`config.mk`:
```
export PLATFORM = sky130hd
export DESIGN_NAME = regex_stream_ctx
export DESIGN_NICKNAME = d
export VERILOG_FILES = /design/src/rtl/regex_stream_ctx.sv
export SDC_FILE = /design/constraint.sdc
export NUM_CORES = 1
export LEC_CHECK = 0
export ABC_AREA = 1
export BUFFER_PORTS_ARGS = -buffer_cell sky130_fd_sc_hd__buf_2
export CORE_ASPECT_RATIO = 1.25
export CORE_UTILIZATION = 35
export CTS_CLUSTER_SIZE = 10
export DETAILED_ROUTE_END_ITERATION = 8
export GPL_TIMING_DRIVEN = 0
export SKIP_CTS_REPAIR_TIMING = 1
export SYNTH_ARGS = -nofsm -noshare
export SYNTH_HDL_FRONTEND = slang
export SYNTH_SLANG_ARGS = --single-unit
```
`constraint.sdc`:
```
create_clock -name clk -period 3.3 [get_ports clk]
set_input_delay 0.825 -clock clk [delete_from_list [all_inputs] [get_ports clk]]
set_output_delay 0.825 -clock clk [all_outputs]
set_load 0.01 [all_outputs]
```
`src/rtl/regex_stream_ctx.sv`:
```
// -----------------------------------------------------------------------------
// regex_stream_ctx
// Per-stream context manager for one DFA regex matcher. Saves matcher state per
// stream ID at packet commit and restores it at packet start, keeps a valid bit
// per stream, counts matching packets (saturating) and flags protocol misuse.
//
// Optional feature macro: REGEX_CTX_PER_STREAM_CNT_EN
//   defined   : per-stream match counters (scnt_mem) with registered rd_sid read
//               port, zeroed by the CLEAR sweep.
//   undefined : rd_cnt tied to 0, rd_sid ignored; CLEAR still sweeps vld.
//
// Ports
//   clk, rst_n       clock, async active-low reset
//   load_state       packet-start strobe (samples stream_id, new_stream_id)
//   stream_id        stream of the current packet
//   new_stream_id    force a fresh context (state 0)
//   enable           regex enabled for this stream, sampled at eop
//   eop / abort      commit / discard the current packet (abort wins)
//   clr_stats        start the statistics clear sweep
//   m_state_in(_vld) restore state and one-cycle strobe to the matcher
//   m_state_out      current matcher state, saved at an enabled eop
//   m_accept         matcher accept
//   fired            match seen in the current packet
//   count            global committed-packet match count
//   rd_sid / rd_cnt  per-stream count read (one-cycle latency)
//   busy             high during LOAD or CLEAR
//   proto_err        sticky protocol-error flag
// -----------------------------------------------------------------------------
module regex_stream_ctx #(
  parameter int STATE_W = 11,
  parameter int SID_W   = 6,
  parameter int CNT_W   = 16
) (
  input  logic               clk,
  input  logic               rst_n,
  input  logic               load_state,
  input  logic [SID_W-1:0]   stream_id,
  input  logic               new_stream_id,
  input  logic               enable,
  input  logic               eop,
  input  logic               abort,
  input  logic               clr_stats,
  output logic [STATE_W-1:0] m_state_in,
  output logic               m_state_in_vld,
  input  logic [STATE_W-1:0] m_state_out,
  input  logic               m_accept,
  output logic               fired,
  output logic [CNT_W-1:0]   count,
  input  logic [SID_W-1:0]   rd_sid,
  output logic [CNT_W-1:0]   rd_cnt,
  output logic               busy,
  output logic               proto_err
);

  localparam int               DEPTH    = 1 << SID_W;
  localparam logic [SID_W-1:0] LAST_IDX = SID_W'(DEPTH - 1);
  localparam logic [CNT_W-1:0] CNT_MAX  = '1;

  typedef enum logic [1:0] {IDLE, LOAD, RUN, CLEAR} ctx_state_e;

  ctx_state_e         state;
  logic [SID_W-1:0]   sid_q;
  logic [SID_W-1:0]   clr_idx;
  logic [DEPTH-1:0]   vld;
  logic [STATE_W-1:0] state_mem [DEPTH];

  logic               fired_eff;
  logic               end_pkt;
  logic               commit;
  logic               proto_hit;
  logic [STATE_W-1:0] restore;

  function automatic logic [CNT_W-1:0] sat_inc(input logic [CNT_W-1:0] v,
                                                input logic             inc);
    return (inc && (v != CNT_MAX)) ? v + CNT_W'(1) : v;
  endfunction

  // NOTE: every signal written in always_comb gets a value on every path
  // (defaults first), otherwise synthesis infers a latch.
  always_comb begin
    fired_eff = fired | m_accept;
    end_pkt   = (state == RUN) && (eop || abort);
    commit    = (state == RUN) && eop && !abort && enable;

    proto_hit = 1'b0;
    case (state)
      IDLE:  proto_hit = eop || abort;
      LOAD:  proto_hit = eop || abort || load_state;
      RUN:   proto_hit = load_state && !(eop || abort);
      CLEAR: proto_hit = load_state || eop || abort || clr_stats;
      default: proto_hit = 1'b0;
    endcase

    // Restore value for a load sampled this cycle. A commit to the same stream
    // in this very cycle has not reached state_mem/vld yet, so forward it.
    restore = '0;
    if (new_stream_id)
      restore = '0;
    else if (commit && (stream_id == sid_q))
      restore = m_state_out;
    else if (vld[stream_id])
      restore = state_mem[stream_id];
  end

  // NOTE: sequential state uses non-blocking assignments only, so every flop
  // samples the pre-edge values regardless of statement order.
  always_ff @(posedge clk or negedge rst_n) begin
    if (!rst_n) begin
      state          <= IDLE;
      sid_q          <= '0;
      clr_idx        <= '0;
      vld            <= '0;
      m_state_in     <= '0;
      m_state_in_vld <= 1'b0;
      fired          <= 1'b0;
      count          <= '0;
      busy           <= 1'b0;
      proto_err      <= 1'b0;
    end else begin
      m_state_in_vld <= 1'b0;
      case (state)
        IDLE: begin
          if (load_state) begin
            state          <= LOAD;
            sid_q          <= stream_id;
            m_state_in     <= restore;
            m_state_in_vld <= 1'b1;
            busy           <= 1'b1;
          end else if (clr_stats) begin
            state   <= CLEAR;
            clr_idx <= '0;
            busy    <= 1'b1;
          end
        end
        LOAD: begin
          fired <= 1'b0;
          state <= RUN;
          busy  <= 1'b0;
        end
        RUN: begin
          if (m_accept)
            fired <= 1'b1;
          if (end_pkt) begin
            if (commit) begin
              vld[sid_q] <= 1'b1;
              count      <= sat_inc(count, fired_eff);
            end else begin
              fired <= 1'b0;
            end
            // Back-to-back packet: the old one is committed above, the new
            // one starts its LOAD in the same edge.
            if (load_state) begin
              state          <= LOAD;
              sid_q          <= stream_id;
              m_state_in     <= restore;
              m_state_in_vld <= 1'b1;
              busy           <= 1'b1;
            end else begin
              state <= IDLE;
            end
          end
        end
        CLEAR: begin
          vld[clr_idx] <= 1'b0;
          if (clr_idx == '0) begin
            count     <= '0;
            proto_err <= 1'b0;
          end
          if (clr_idx == LAST_IDX) begin
            state <= IDLE;
            busy  <= 1'b0;
          end else begin
            clr_idx <= clr_idx + SID_W'(1);
          end
        end
        default: state <= IDLE;
      endcase
      // Misuse seen in the same cycle as the sweep's first entry still sticks.
      if (proto_hit)
        proto_err <= 1'b1;
    end
  end

  // NOTE: context memories carry no reset; stale entries are masked by vld
  // and per-stream counters are zeroed by the CLEAR sweep.
  always_ff @(posedge clk) begin
    if (commit)
      state_mem[sid_q] <= m_state_out;
  end

`ifdef REGEX_CTX_PER_STREAM_CNT_EN
  logic [CNT_W-1:0] scnt_mem [DEPTH];

  always_ff @(posedge clk) begin
    if (state == CLEAR)
      scnt_mem[clr_idx] <= '0;
    else if (commit)
      scnt_mem[sid_q] <= sat_inc(scnt_mem[sid_q], fired_eff);
  end

  always_ff @(posedge clk or negedge rst_n) begin
    if (!rst_n)
      rd_cnt <= '0;
    else
      rd_cnt <= scnt_mem[rd_sid];
  end
`else
  logic unused_rd_sid;
  assign unused_rd_sid = ^rd_sid;
  assign rd_cnt        = '0;
`endif

endmodule
```
* After elaboration in Yosys (flattened, before gate mapping)
Memory sizes are Yosys's and may differ from the RTL's.
Index checks and enable logic that the tools add are counted.
** Storage, ports and cells
- Bits in registers :: 109
- Latch bits :: 0
- Memory bits (writable) :: 704
- ROM bits :: 0
- Output and inout port bits :: 47
- Word-level logic and storage cells :: 121
- Memories :: 1
** Cells by class
- Add/sub/neg operators :: 2
- Multipliers :: 0
- Divide/modulo/power cells :: 0
- Magnitude comparators :: 5
- Equality and inequality tests :: 16
- Shifts and indexed selects :: 0
- Mux-type cells :: 52
- Bitwise operators :: 4
- Reduce and logical (&&, ||, !) cells :: 31
** Memories
- state_mem :: depth 64, bits a word 11, rd ports 1, clocked after memory_dff 0, wr ports 1, RTL line 65 : logic [STATE_W-1:0] state_mem [DEPTH];
** Operator list (count)
- 64-bit 2-to-1 mux :: 2
- 64-bit one-hot mux with 2 select lines :: 1
- 64-bit bitwise AND :: 1
- 16-bit 2-to-1 mux :: 4
- 64-bit inverter :: 1
- 64-bit bitwise OR :: 1
- 11-bit 2-to-1 mux :: 5
- 16-bit one-hot mux with 2 select lines :: 1
- 6-bit 2-to-1 mux :: 5
- 6-bit one-hot mux with 2 select lines :: 2
- 11-bit one-hot mux with 2 select lines :: 1
- 6-bit by 7-bit < comparator with 1-bit output, second input constant :: 3
- 1-bit 2-to-1 mux :: 19
- 16-bit by 1-bit adder with 16-bit output, second input constant :: 1
- 16-bit != test, second input constant :: 1
- 2-bit != test, second input constant :: 8
- 1-bit demux with 6-bit select :: 2
- 6-bit by 1-bit greater-or-equal comparator with 1-bit output, second input constant :: 2
- 2-bit nonzero test :: 6
- 1-bit logical AND :: 9
- 2-bit 2-to-1 mux :: 4
- 1-bit one-hot mux with 4 select lines :: 2
- 2-bit one-hot mux with 4 select lines :: 1
- 4-bit AND reduction :: 2
- 17 further kinds :: 26

* Longest topological paths before layout
- Word-level depth :: 10
- Gate-level depth with buffers :: 16
- Gate-level depth less buffers :: 13

* Least setup slack after synthesis
Ideal clock, no wire load.
- Path kind :: input to register
- Start point :: input port enable
- End point :: memory state_mem[30][0] (enable)
- Arrival :: 2.404 ns
- Required time :: 2.907 ns
- Path slack :: 0.503 ns
- Stages on the path :: 6
- Path buffers :: 2
- Cell sequence :: nand2_1 nor3_4 inv_1 clkbuf_1 buf_1 nor3_1
** Between the ends
- Longest elaborated chain between the ends :: 3
** Ends and longest elaborated chain
- start, declared :: RTL line 39 : input logic enable,
- 1-bit logical AND :: RTL line 83 : commit = (state == RUN) && eop && !abort && enable;
- 1-bit 2-to-1 mux :: RTL line 187 : if (commit)
- 1-bit 2-to-1 mux (not written as such) :: RTL line 188 : state_mem[sid_q] <= m_state_out;
- end, declared :: RTL line 65
No other way between the ends.

* Worst setup path after layout
- Start point :: register state[0]
- End point :: memory state_mem[16][4] (enable)
** Between the ends
- Longest elaborated chain between the ends :: 6
** Ends and longest elaborated chain
- start, declared :: RTL line 61 : ctx_state_e state;
- start signal, assigned :: RTL line 109 : state <= IDLE;
- start signal, assigned :: RTL line 124 : state <= LOAD;
- start signal, assigned :: RTL line 130 : state <= CLEAR;
- 2-bit equality test :: RTL line 83
- 1-bit logical AND (3 in a row) :: RTL line 83
- 1-bit 2-to-1 mux :: RTL line 187
- 1-bit 2-to-1 mux (not written as such) :: RTL line 188
No other way between the ends.

==> metrics.yaml <==
grt_pass1_wl_um: 185000
post-dp-hpwl_um: 91800
cts.sinks: 813
final_cell_mix: "nand2_1, edfxtp_1, nand3_1, buf_2, dfrtp_1"
io_pins: 79
ys.flop_type: "edfxtp_1"
synth_warnings: 0
firstDrtPassIters: 5
synth_compound_area_frac: 0.0271
finalHoldViolations: 0
tightest_slew_ps: 1460
maxCapViolations: 1
finalMaxSlewViolations: 0
leakagePower_nw: 16.0
areaGrowthSynthToFinish_pct: 17.0
dieWidth_um: 286
die_y_um: 357
min_to: "m_state_in[10]"
antenna_found_initial: 3
rsz0062_at_grt: "true"
path_clk_slew_ps: 60
power_mw: 25.1
cts_tree: "yes"
cts_buffers: 92
numPortBuffers: 52
layout.cells.non_filler: 4870
crit_fanout: 10
finalSetupViolCount: 11
worstHoldStart: "new_stream_id"
core_sq_um: 99400
powerDensity_nw_per_um2: 608
synth_xor_area_frac: 0.00348
yosys.area_share.adder: 0.00248
rrSetupSlack_ps: -40
startpoint: "state[0]"
critPathArrivalTime_ps: 3710
cts_root_buf: "clkbuf_16"
setup_tns_ps: -194
synth_top_family_by_area: "simple AND/OR/NAND/NOR gates"
cts-htree-levels: 3
synthSimpleGateAreaFrac: 0.243
diodes: 0
end_kind: "flop"
via_per_inst: 5.61
grt_max_degree: 96
layout-drive-gt1-share: 0.154
synth.avg_cell_area_sq_um: 10.8
rr_endpoint: "state_mem[16][4]"
reg2reg_depth: 9
clockBufferDepth: 3
dp.cells: 4712
grt_pass1_vias: 25700
start_kind: "flop"
clock_skew_ps: 38.0
crit_required_ps: 3670
vias: 27300
clk_latency_ps: 680
syn_inst: 3275
min_path_type: "in2reg"
initial_core_util: 0.355
critical_path_class: "reg2reg"
ys_ff_latch: 813
synth_edf_count: 704
min_period_ps: 3340
postRouteAntennaNets: 0
max_freq_mhz: 299
worst_slack_ps: -39.3
fin_crit_sh: 1.01
violations: "max-capacitance violations, negative setup slack"
drt-total-wl_um: 132000
slew_headroom: 0.0169
drc: 0
place_congestion: 0.982
irDropWorstVdd_uv: 564
post-place-ws_ps: -328
nets: 3559
num_rows: 129
utilization: 0.415
grt_overflow_total: 0
wl_per_cell_um: 27.1
whs_path_depth: 4
syn_area_sq_um: 35300
hold_ws_ps: 451
placed_cell_area_sq_um: 38300
design_area_sq_um: 41300
dieArea_sq_um: 102000
ys_seq_area_frac: 0.677
r2r-start: "state[0]"
grt.total_usage: 0.255
yosys.cell_types.count: 46
drtIter0Drc: 3590
status: "complete, but fails checks"
final_common_cell: "nand2_1"
async_flop_share: 0.134
synth_mux_area_frac: 0
## flip-flops by register name, summed over array words and instances, names as in the netlist
register and count:
proto_err 1, m_state_in 11, m_state_in_vld 1, busy 1
clr_idx 6, sid_q 6, fired 1, vld 64
state_mem 704, state 2, count 16
## cell type report
type                    instances  area, sq um
clock buffers                 124         2440
multi-input cells            2156        10300
plain buffers                 223         1300
fillers                      9557        58100
well taps                    1310         1640
repair buffers                136         1260
clock inverters                10          124
flip-flops and latches        813        23900
inverters                      98          373
## where the power goes
part           switching (mW)  leakage, nW  total [mW]  internal, mW
clock                    4.07         1.24        9.20          5.13
sequential              0.243         7.78        11.8          11.6
combinational            3.11         6.96        4.13          1.02
total                    7.42         16.0        25.1          17.7
## logic make-up (layout without fill, tap and decap cells)
group	Yosys count	in the layout
and+or+nand+nor	1977	1977
buffers and inverters	321	591
xor gates and xnor gates	14	14
DFF	813	813
AOI/OAI and AO/OA	142	142
adders and majority gates	7	7
other	1	16
## metal layers
metal / global-route usage / share of wire / vias to the layer above
met5: 0 / 0.000083 / -
met4: 0.164 / 0.073 / 2
met3: 0.0462 / 0.089 / 425
met2: 0.416 / 0.47 / 1686
met1: 0.312 / 0.37 / 13300
li1: - / - / 11900
## Yosys cell counts (2+ instances only)
library cell  instances  area, sq um
nand2_1            1109         4160
edfxtp_1            704        21100
nand3_1             680         3400
buf_2               120          601
dfrtp_1             109         2730
inv_1                82          308
nor2_1               75          282
buf_4                61          458
nor3_1               56          280
a21oi_1              25          125
a41oi_1              25          219
o22ai_1              24          150
clkbuf_1             21         78.8
o21ai_0              21          105
nor4_1               19          119
a31oi_1              15         93.8
xor2_1               14          123
inv_2                13         48.8
nand4_1              12         75.1
nor3_2               12          120
buf_1                10         37.5
buf_6                10          113
o21ai_2               8         70.1
a2bb2oi_1             7         61.3
ha_1                  7         87.6
o21a_1                5         37.5
nor4_2                3         37.5
o21ai_1               3         15.0
a21oi_2               2         17.5
clkinv_1              2         7.51
nand2_2               2         12.5
nor2_2                2         12.5
nor3_4                2         32.5
o31ai_1               2         15.0
or2_2                 2         12.5
## worst max-delay path, cell delays in order (launching register included)
cell      delay [ps]
dfrtp_1          420
inv_1            100
ha_1             270
inv_1            140
nor3_4           240
inv_1            160
clkbuf_1         300
clkbuf_2         410
nor3_2           740
buf_6            260
## how the worst max path moves through the flow
stage | endpoint | slack [ps] | depth (start not counted)
final | state_mem[16][4] | -40 | 9
after global routing | state_mem[16][4] | -210 | 9
after CTS | state_mem[48][6] | -320 | 8
after detailed placement | state_mem[48][4] | -330 | 6
after global placement | state_mem[24][9] | -1810 | 4
after floorplan | state_mem[30][0] | 500 | 6
(Power assumes the default switching activity.)
